==> config.mk <==
export PLATFORM = sky130hd
export DESIGN_NAME = trs_sync_controller_flat
export DESIGN_NICKNAME = d
export VERILOG_FILES = /design/src/rtl/trs_sync_controller_if.sv /design/src/rtl/trs_sync_controller.sv /design/src/flat_wrapper.sv
export SDC_FILE = /design/constraint.sdc
export NUM_CORES = 1
export LEC_CHECK = 0
export BUFFER_PORTS_ARGS = -buffer_cell sky130_fd_sc_hd__buf_2
export CORE_MARGIN = 2
export CORE_UTILIZATION = 35
export CTS_CLUSTER_DIAMETER = 50
export DETAILED_ROUTE_END_ITERATION = 12
export PLACE_DENSITY_LB_ADDON = 0.1
export SYNTH_ARGS = -nofsm -noshare
export SYNTH_HDL_FRONTEND = slang
export SYNTH_SLANG_ARGS = --single-unit
==> constraint.sdc <==
create_clock -name clk -period 1.9 [get_ports clk]
set_input_delay 0.19 -clock clk [delete_from_list [all_inputs] [get_ports clk]]
set_output_delay 0.19 -clock clk [all_outputs]
set_load 0.05 [all_outputs]
==> src/rtl/trs_sync_controller_if.sv <==
// Word stream and decoded timing flags shared between the BT.656 source and the sync controller.
interface trs_sync_controller_if #(
  parameter int DATA_WIDTH = 10,
  parameter int CNT_WIDTH  = 12
);
  logic [DATA_WIDTH-1:0] din;
  logic [DATA_WIDTH-1:0] dout;
  logic                  dout_active;
  logic                  sav_pulse;
  logic                  eav_pulse;
  logic                  field;
  logic                  vblank;
  logic [CNT_WIDTH-1:0]  line_word_cnt;
  logic                  trs_err;

  modport master (
    output din,
    input  dout, dout_active, sav_pulse, eav_pulse, field, vblank, line_word_cnt, trs_err
  );

  modport slave (
    input  din,
    output dout, dout_active, sav_pulse, eav_pulse, field, vblank, line_word_cnt, trs_err
  );
endinterface

==> src/rtl/trs_sync_controller.sv <==
// BT.656 TRS detector and 4-clock delay line; all control flags line up with the delayed word on dout.
module trs_sync_controller #(
  parameter int DATA_WIDTH = 10,
  parameter int MAX_WORDS  = 1440,
  parameter int CNT_WIDTH  = 12
) (
  input logic                clk,
  input logic                reset_n,
  trs_sync_controller_if.slave bus
);
  typedef enum logic [1:0] {IDLE, P1, P2, P3} det_t;

  localparam logic [DATA_WIDTH-1:0] W_3FF    = '1;
  localparam logic [DATA_WIDTH-1:0] W_000    = '0;
  localparam logic [CNT_WIDTH-1:0]  CNT_LAST = CNT_WIDTH'(MAX_WORDS - 1);
  localparam logic [CNT_WIDTH-1:0]  CNT_MAX  = CNT_WIDTH'(MAX_WORDS);

  det_t                             state;
  logic [3:0][DATA_WIDTH-1:0]       dly;
  logic [2:0]                       cd;
  logic                             active;
  logic [CNT_WIDTH-1:0]             cnt;
  logic                             sav_q, eav_q, err_q, field_q, vblank_q;
  logic                             f_bit, v_bit, h_bit, xyz_ok;

  assign f_bit  = bus.din[8];
  assign v_bit  = bus.din[7];
  assign h_bit  = bus.din[6];
  assign xyz_ok = bus.din[9]
                & (bus.din[5] == (v_bit ^ h_bit))
                & (bus.din[4] == (f_bit ^ h_bit))
                & (bus.din[3] == (f_bit ^ v_bit))
                & (bus.din[2] == (f_bit ^ v_bit ^ h_bit));

  // dly[3] holds the word sampled three edges ago, which is the XYZ's 3FF on the decode edge.
  always_ff @(posedge clk or negedge reset_n)
    if (!reset_n) dly <= '0;
    else          dly <= {dly[2:0], bus.din};

  always_ff @(posedge clk or negedge reset_n) begin
    if (!reset_n) begin
      state    <= IDLE;
      cd       <= '0;
      active   <= 1'b0;
      cnt      <= '0;
      sav_q    <= 1'b0;
      eav_q    <= 1'b0;
      err_q    <= 1'b0;
      field_q  <= 1'b0;
      vblank_q <= 1'b0;
    end else begin
      sav_q <= 1'b0;
      eav_q <= 1'b0;
      err_q <= 1'b0;

      if (active) begin
        if (cnt == CNT_LAST) begin
          active <= 1'b0;
          cnt    <= CNT_MAX;
          err_q  <= 1'b1;
        end else begin
          cnt <= cnt + CNT_WIDTH'(1);
        end
      end

      if (cd != 3'd0) begin
        cd <= cd - 3'd1;
        if (cd == 3'd1) active <= 1'b1;
      end

      // TRS decode is last so it overrides the countdown and overrun updates above.
      case (state)
        IDLE: if (bus.din == W_3FF) state <= P1;
        P1: begin
          if (bus.din == W_000)      state <= P2;
          else if (bus.din != W_3FF) state <= IDLE;
        end
        P2: begin
          if (bus.din == W_000)      state <= P3;
          else if (bus.din == W_3FF) state <= P1;
          else                       state <= IDLE;
        end
        P3: begin
          state <= (bus.din == W_3FF) ? P1 : IDLE;
          if (!xyz_ok) begin
            err_q <= 1'b1;
          end else begin
            field_q  <= f_bit;
            vblank_q <= v_bit;
            if (h_bit) begin
              eav_q  <= 1'b1;
              err_q  <= 1'b0;
              active <= 1'b0;
              cd     <= '0;
            end else begin
              sav_q <= 1'b1;
              if (!v_bit) begin
                cd     <= 3'd4;
                cnt    <= '0;
                active <= 1'b0;
              end
            end
          end
        end
        default: state <= IDLE;
      endcase
    end
  end

  assign bus.dout          = dly[3];
  assign bus.dout_active   = active;
  assign bus.sav_pulse     = sav_q;
  assign bus.eav_pulse     = eav_q;
  assign bus.field         = field_q;
  assign bus.vblank        = vblank_q;
  assign bus.line_word_cnt = cnt;
  assign bus.trs_err       = err_q;
endmodule

==> src/flat_wrapper.sv <==
// flat-port wrapper written by rule: the top's interface ports become plain ports
module trs_sync_controller_flat 
#(
  parameter int DATA_WIDTH = 10,
  parameter int MAX_WORDS  = 1440,
  parameter int CNT_WIDTH  = 12
)
  (clk, reset_n, bus_din, bus_dout, bus_dout_active, bus_sav_pulse, bus_eav_pulse, bus_field, bus_vblank, bus_line_word_cnt, bus_trs_err);
  trs_sync_controller_if #(.DATA_WIDTH(DATA_WIDTH), .CNT_WIDTH(CNT_WIDTH)) bus_i ();
  input logic clk;
  input logic reset_n;
  input wire logic [$bits(bus_i.din)-1:0] bus_din;
  output wire logic [$bits(bus_i.dout)-1:0] bus_dout;
  output wire logic [$bits(bus_i.dout_active)-1:0] bus_dout_active;
  output wire logic [$bits(bus_i.sav_pulse)-1:0] bus_sav_pulse;
  output wire logic [$bits(bus_i.eav_pulse)-1:0] bus_eav_pulse;
  output wire logic [$bits(bus_i.field)-1:0] bus_field;
  output wire logic [$bits(bus_i.vblank)-1:0] bus_vblank;
  output wire logic [$bits(bus_i.line_word_cnt)-1:0] bus_line_word_cnt;
  output wire logic [$bits(bus_i.trs_err)-1:0] bus_trs_err;
  assign bus_i.din = bus_din;
  assign bus_dout = bus_i.dout;
  assign bus_dout_active = bus_i.dout_active;
  assign bus_sav_pulse = bus_i.sav_pulse;
  assign bus_eav_pulse = bus_i.eav_pulse;
  assign bus_field = bus_i.field;
  assign bus_vblank = bus_i.vblank;
  assign bus_line_word_cnt = bus_i.line_word_cnt;
  assign bus_trs_err = bus_i.trs_err;
  trs_sync_controller #(.DATA_WIDTH(DATA_WIDTH), .MAX_WORDS(MAX_WORDS), .CNT_WIDTH(CNT_WIDTH)) u_core (.clk(clk), .reset_n(reset_n), .bus(bus_i));
endmodule
==> impl_metrics.json <==
{
  "portBuffers": 39,
  "antenna_found_initial": 0,
  "critical_path_class": "flop to flop",
  "grt_pass1_vias": 1556,
  "syn_area_um2": 2350,
  "nFillCells": 592,
  "fin_crit_ns": 1.74,
  "gp_congestion": 0.754,
  "n_antenna_cell": 0,
  "cts_buffer_depth": 2,
  "synth_cells": 174,
  "htree_num_levels": 3,
  "io_pins": 40,
  "period_share_pct": 91.5,
  "p_leak_nw": 1.37,
  "critPathMaxFanout": 4,
  "numCtsBuffers": 9,
  "yosys_warnings": 0,
  "ant_nets": 0,
  "drive_gt1_share_pct": 30.4,
  "syn_nets": 192,
  "post_cts_buffers": 0,
  "drt-pass1-iter-count": 6,
  "cp_data_arrival_time_ns": 1.98,
  "synth-async-reset-ratio_pct": 100,
  "synthFlopType": "dfrtp_1",
  "seq_area_um2": 1580,
  "dp_hpwl_mm": 2.76,
  "drv_cap": 0,
  "cts_resized": 0,
  "globalRouteOverflowTotal": 0,
  "multi_input_area_um2": 654,
  "required_ns": 2.15,
  "num_rows": 29,
  "wl_mm": 4.17,
  "worst_slack_ns": 0.161,
  "finalSetupViolCount": 0,
  "synthDistinctLibCells": 33,
  "status": "finished, final reports clean",
  "grt_use_total_pct": 12.8,
  "grt_first_pass_wirelength_mm": 7.24,
  "fmax_ghz": 0.575,
  "wl_per_cell_um": 13.6,
  "rsz0062_at_grt": "false",
  "fp.dieArea_um2": 7380,
  "powerDensity_nw_per_um2": 1010,
  "finClkSkew_ns": 0.00446,
  "syn_to_final_growth_pct": 24.1,
  "worstMarginPinSlew_ns": 0.374,
  "cts_sinks": 63,
  "start_util_pct": 36.5,
  "chipWidth_um": 85.9,
  "place_worst_setup_slack_ns": -0.0353,
  "postSynthAreaPerCell_um2": 13.5,
  "end_kind": "flop",
  "vias": 1441,
  "final_max_slew_viol_count": 0,
  "vdd_drop_max_v": 0.000419,
  "clkTransAtPathRegs_ns": 0.07,
  "relSlewSlack_pct": 74.9,
  "drtIter0Drc": 81,
  "die_y_um": 85.9,
  "grt_max_degree": 64,
  "worstSkewPairLatency_ns": 0.33,
  "ctsRootBufferMaster": "clkbuf_8",
  "synth_seq_area_share_pct": 67.2,
  "min_path_type": "input port to flop",
  "start_kind": "flop",
  "holdBufCountCts": 3,
  "ys_ff_latch": 63,
  "drc_errors": 0,
  "coreArea_um2": 6420,
  "synth_edf_count": 0,
  "hold_viol": 0,
  "cts_tree": "yes",
  "viasPerCell": 4.69,
  "nNetsFinal": 244,
  "postLayoutCoreUtil_pct": 45.4
}
## critical path, stage by stage (launching register included)
cell and delay (ns):
dfrtp_1 0.41, or4_1 0.55, or4_1 0.51, o22ai_1 0.18
## layer usage
layer / wire (um) / global-route usage (%)
met1: 1920 / 16.3
met3: 187 / 3.37
met4: 95 / 7.36
met5: 0 / 0
met2: 1960 / 19.9
## final timing paths
| check | startpoint | slack (ns) | to | cells after the start |
|---|---|---|---|---|
| worst max-delay path | u_core.bus.line_word_cnt[6] | 0.16 | u_core.bus.trs_err | 3 |
| min in group asynchronous | reset_n | 0.40 | u_core.bus.dout[5] | 3 |
| worst min register to register | u_core.dly[4] | 0.35 | u_core.dly[14] | 0 |
| worst max register to register | u_core.bus.line_word_cnt[6] | 0.16 | u_core.bus.trs_err | 3 |
| worst min-delay path | bus_din[3] | 0.02 | u_core.dly[3] | 1 |
| max in group asynchronous | reset_n | 1.23 | u_core.bus.line_word_cnt[5] | 3 |
## stage by stage
| stage | setup TNS, ns | total power [W] | cell area, um2 | cells | hold WS [ns] |
|---|---|---|---|---|---|
| final | 0 | 0.00295 | 2910 | 307 | 0.0228 |
| after global routing | 0 | 0.00306 | 2910 | 307 | 0.0152 |
| after CTS | 0 | 0.00298 | 2910 | 307 | 0.0164 |
| after detailed placement | -0.172 | 0.00157 | 2640 | 289 | 0.225 |
| after global placement | 0 | 0.00156 | 2640 | 289 | 0.221 |
| after floorplan | 0 | 0.00150 | 2350 | 174 | -0.106 |
## kinds of logic after synthesis
| logic type | count (synthesis) | synth area share [%] |
|---|---|---|
| adders and majority gates | 6 | 3.20 |
| AOI/OAI and AO/OA | 14 | 4.96 |
| DFF | 63 | 67.2 |
| muxes | 4 | 1.87 |
| buffers and inverters | 19 | 4.96 |
| xor gates and xnor gates | 15 | 6.18 |
| and+or+nand+nor | 53 | 11.7 |
## cells in the mapped netlist (4+ instances only)
library cell  instances  share of area [%]
nor2_1               15                2.4
xor2_1                4                1.5
buf_4                10                3.2
nand4_1               4                1.1
dfrtp_1              63                 67
nor4_1                5                1.3
nand3_1               9                1.9
inv_1                 8                1.3
a21oi_1               4               0.85
ha_1                  6                3.2
xnor2_1              10                3.7
nand2_1               7                1.1
## registers in the layout, indices dropped and copies added (netlist names)
name / flops
u_core.bus.trs_err: 1
u_core.dly: 30
u_core.bus.vblank: 1
u_core.bus.sav_pulse: 1
u_core.bus.dout_active: 1
u_core.cd: 3
u_core.bus.line_word_cnt: 12
u_core.bus.eav_pulse: 1
u_core.state: 2
u_core.bus.dout: 10
u_core.bus.field: 1
## placed cells by master, fill, tap and decap left out, drive strengths merged, types with 2 or more instances in the layout
| cell | Yosys | routed |
|---|---|---|
| nor2 | 15 | 15 |
| clkbuf | 0 | 10 |
| buf | 11 | 49 |
| nand2 | 7 | 7 |
| or4 | 2 | 2 |
| xnor2 | 10 | 10 |
| dfrtp | 63 | 63 |
| inv | 8 | 8 |
| o22ai | 2 | 2 |
| bufinv | 0 | 3 |
| nor4 | 5 | 5 |
| xor2 | 4 | 4 |
| a21oi | 5 | 5 |
| nor3 | 3 | 3 |
| ha | 6 | 6 |
| dlygate4sd3 | 0 | 3 |
| nand2b | 3 | 3 |
| mux2 | 3 | 3 |
| nand4 | 4 | 4 |
| nand3 | 9 | 9 |
## layout make-up
cell class | instances | area share [%]
sequential | 63 | 54.1
inverter | 8 | 1.03
multi-input combinational | 92 | 22.5
timing repair buffer | 52 | 10.7
clock buffer | 10 | 4.72
clock inverter | 5 | 3.65
tap | 77 | 3.31
## power breakdown
part	internal [W]	switching (W)
clock	0.000902	0.000502
sequential	0.00138	0.00000967
combinational	0.0000443	0.000106
(Power assumes the default switching activity.)
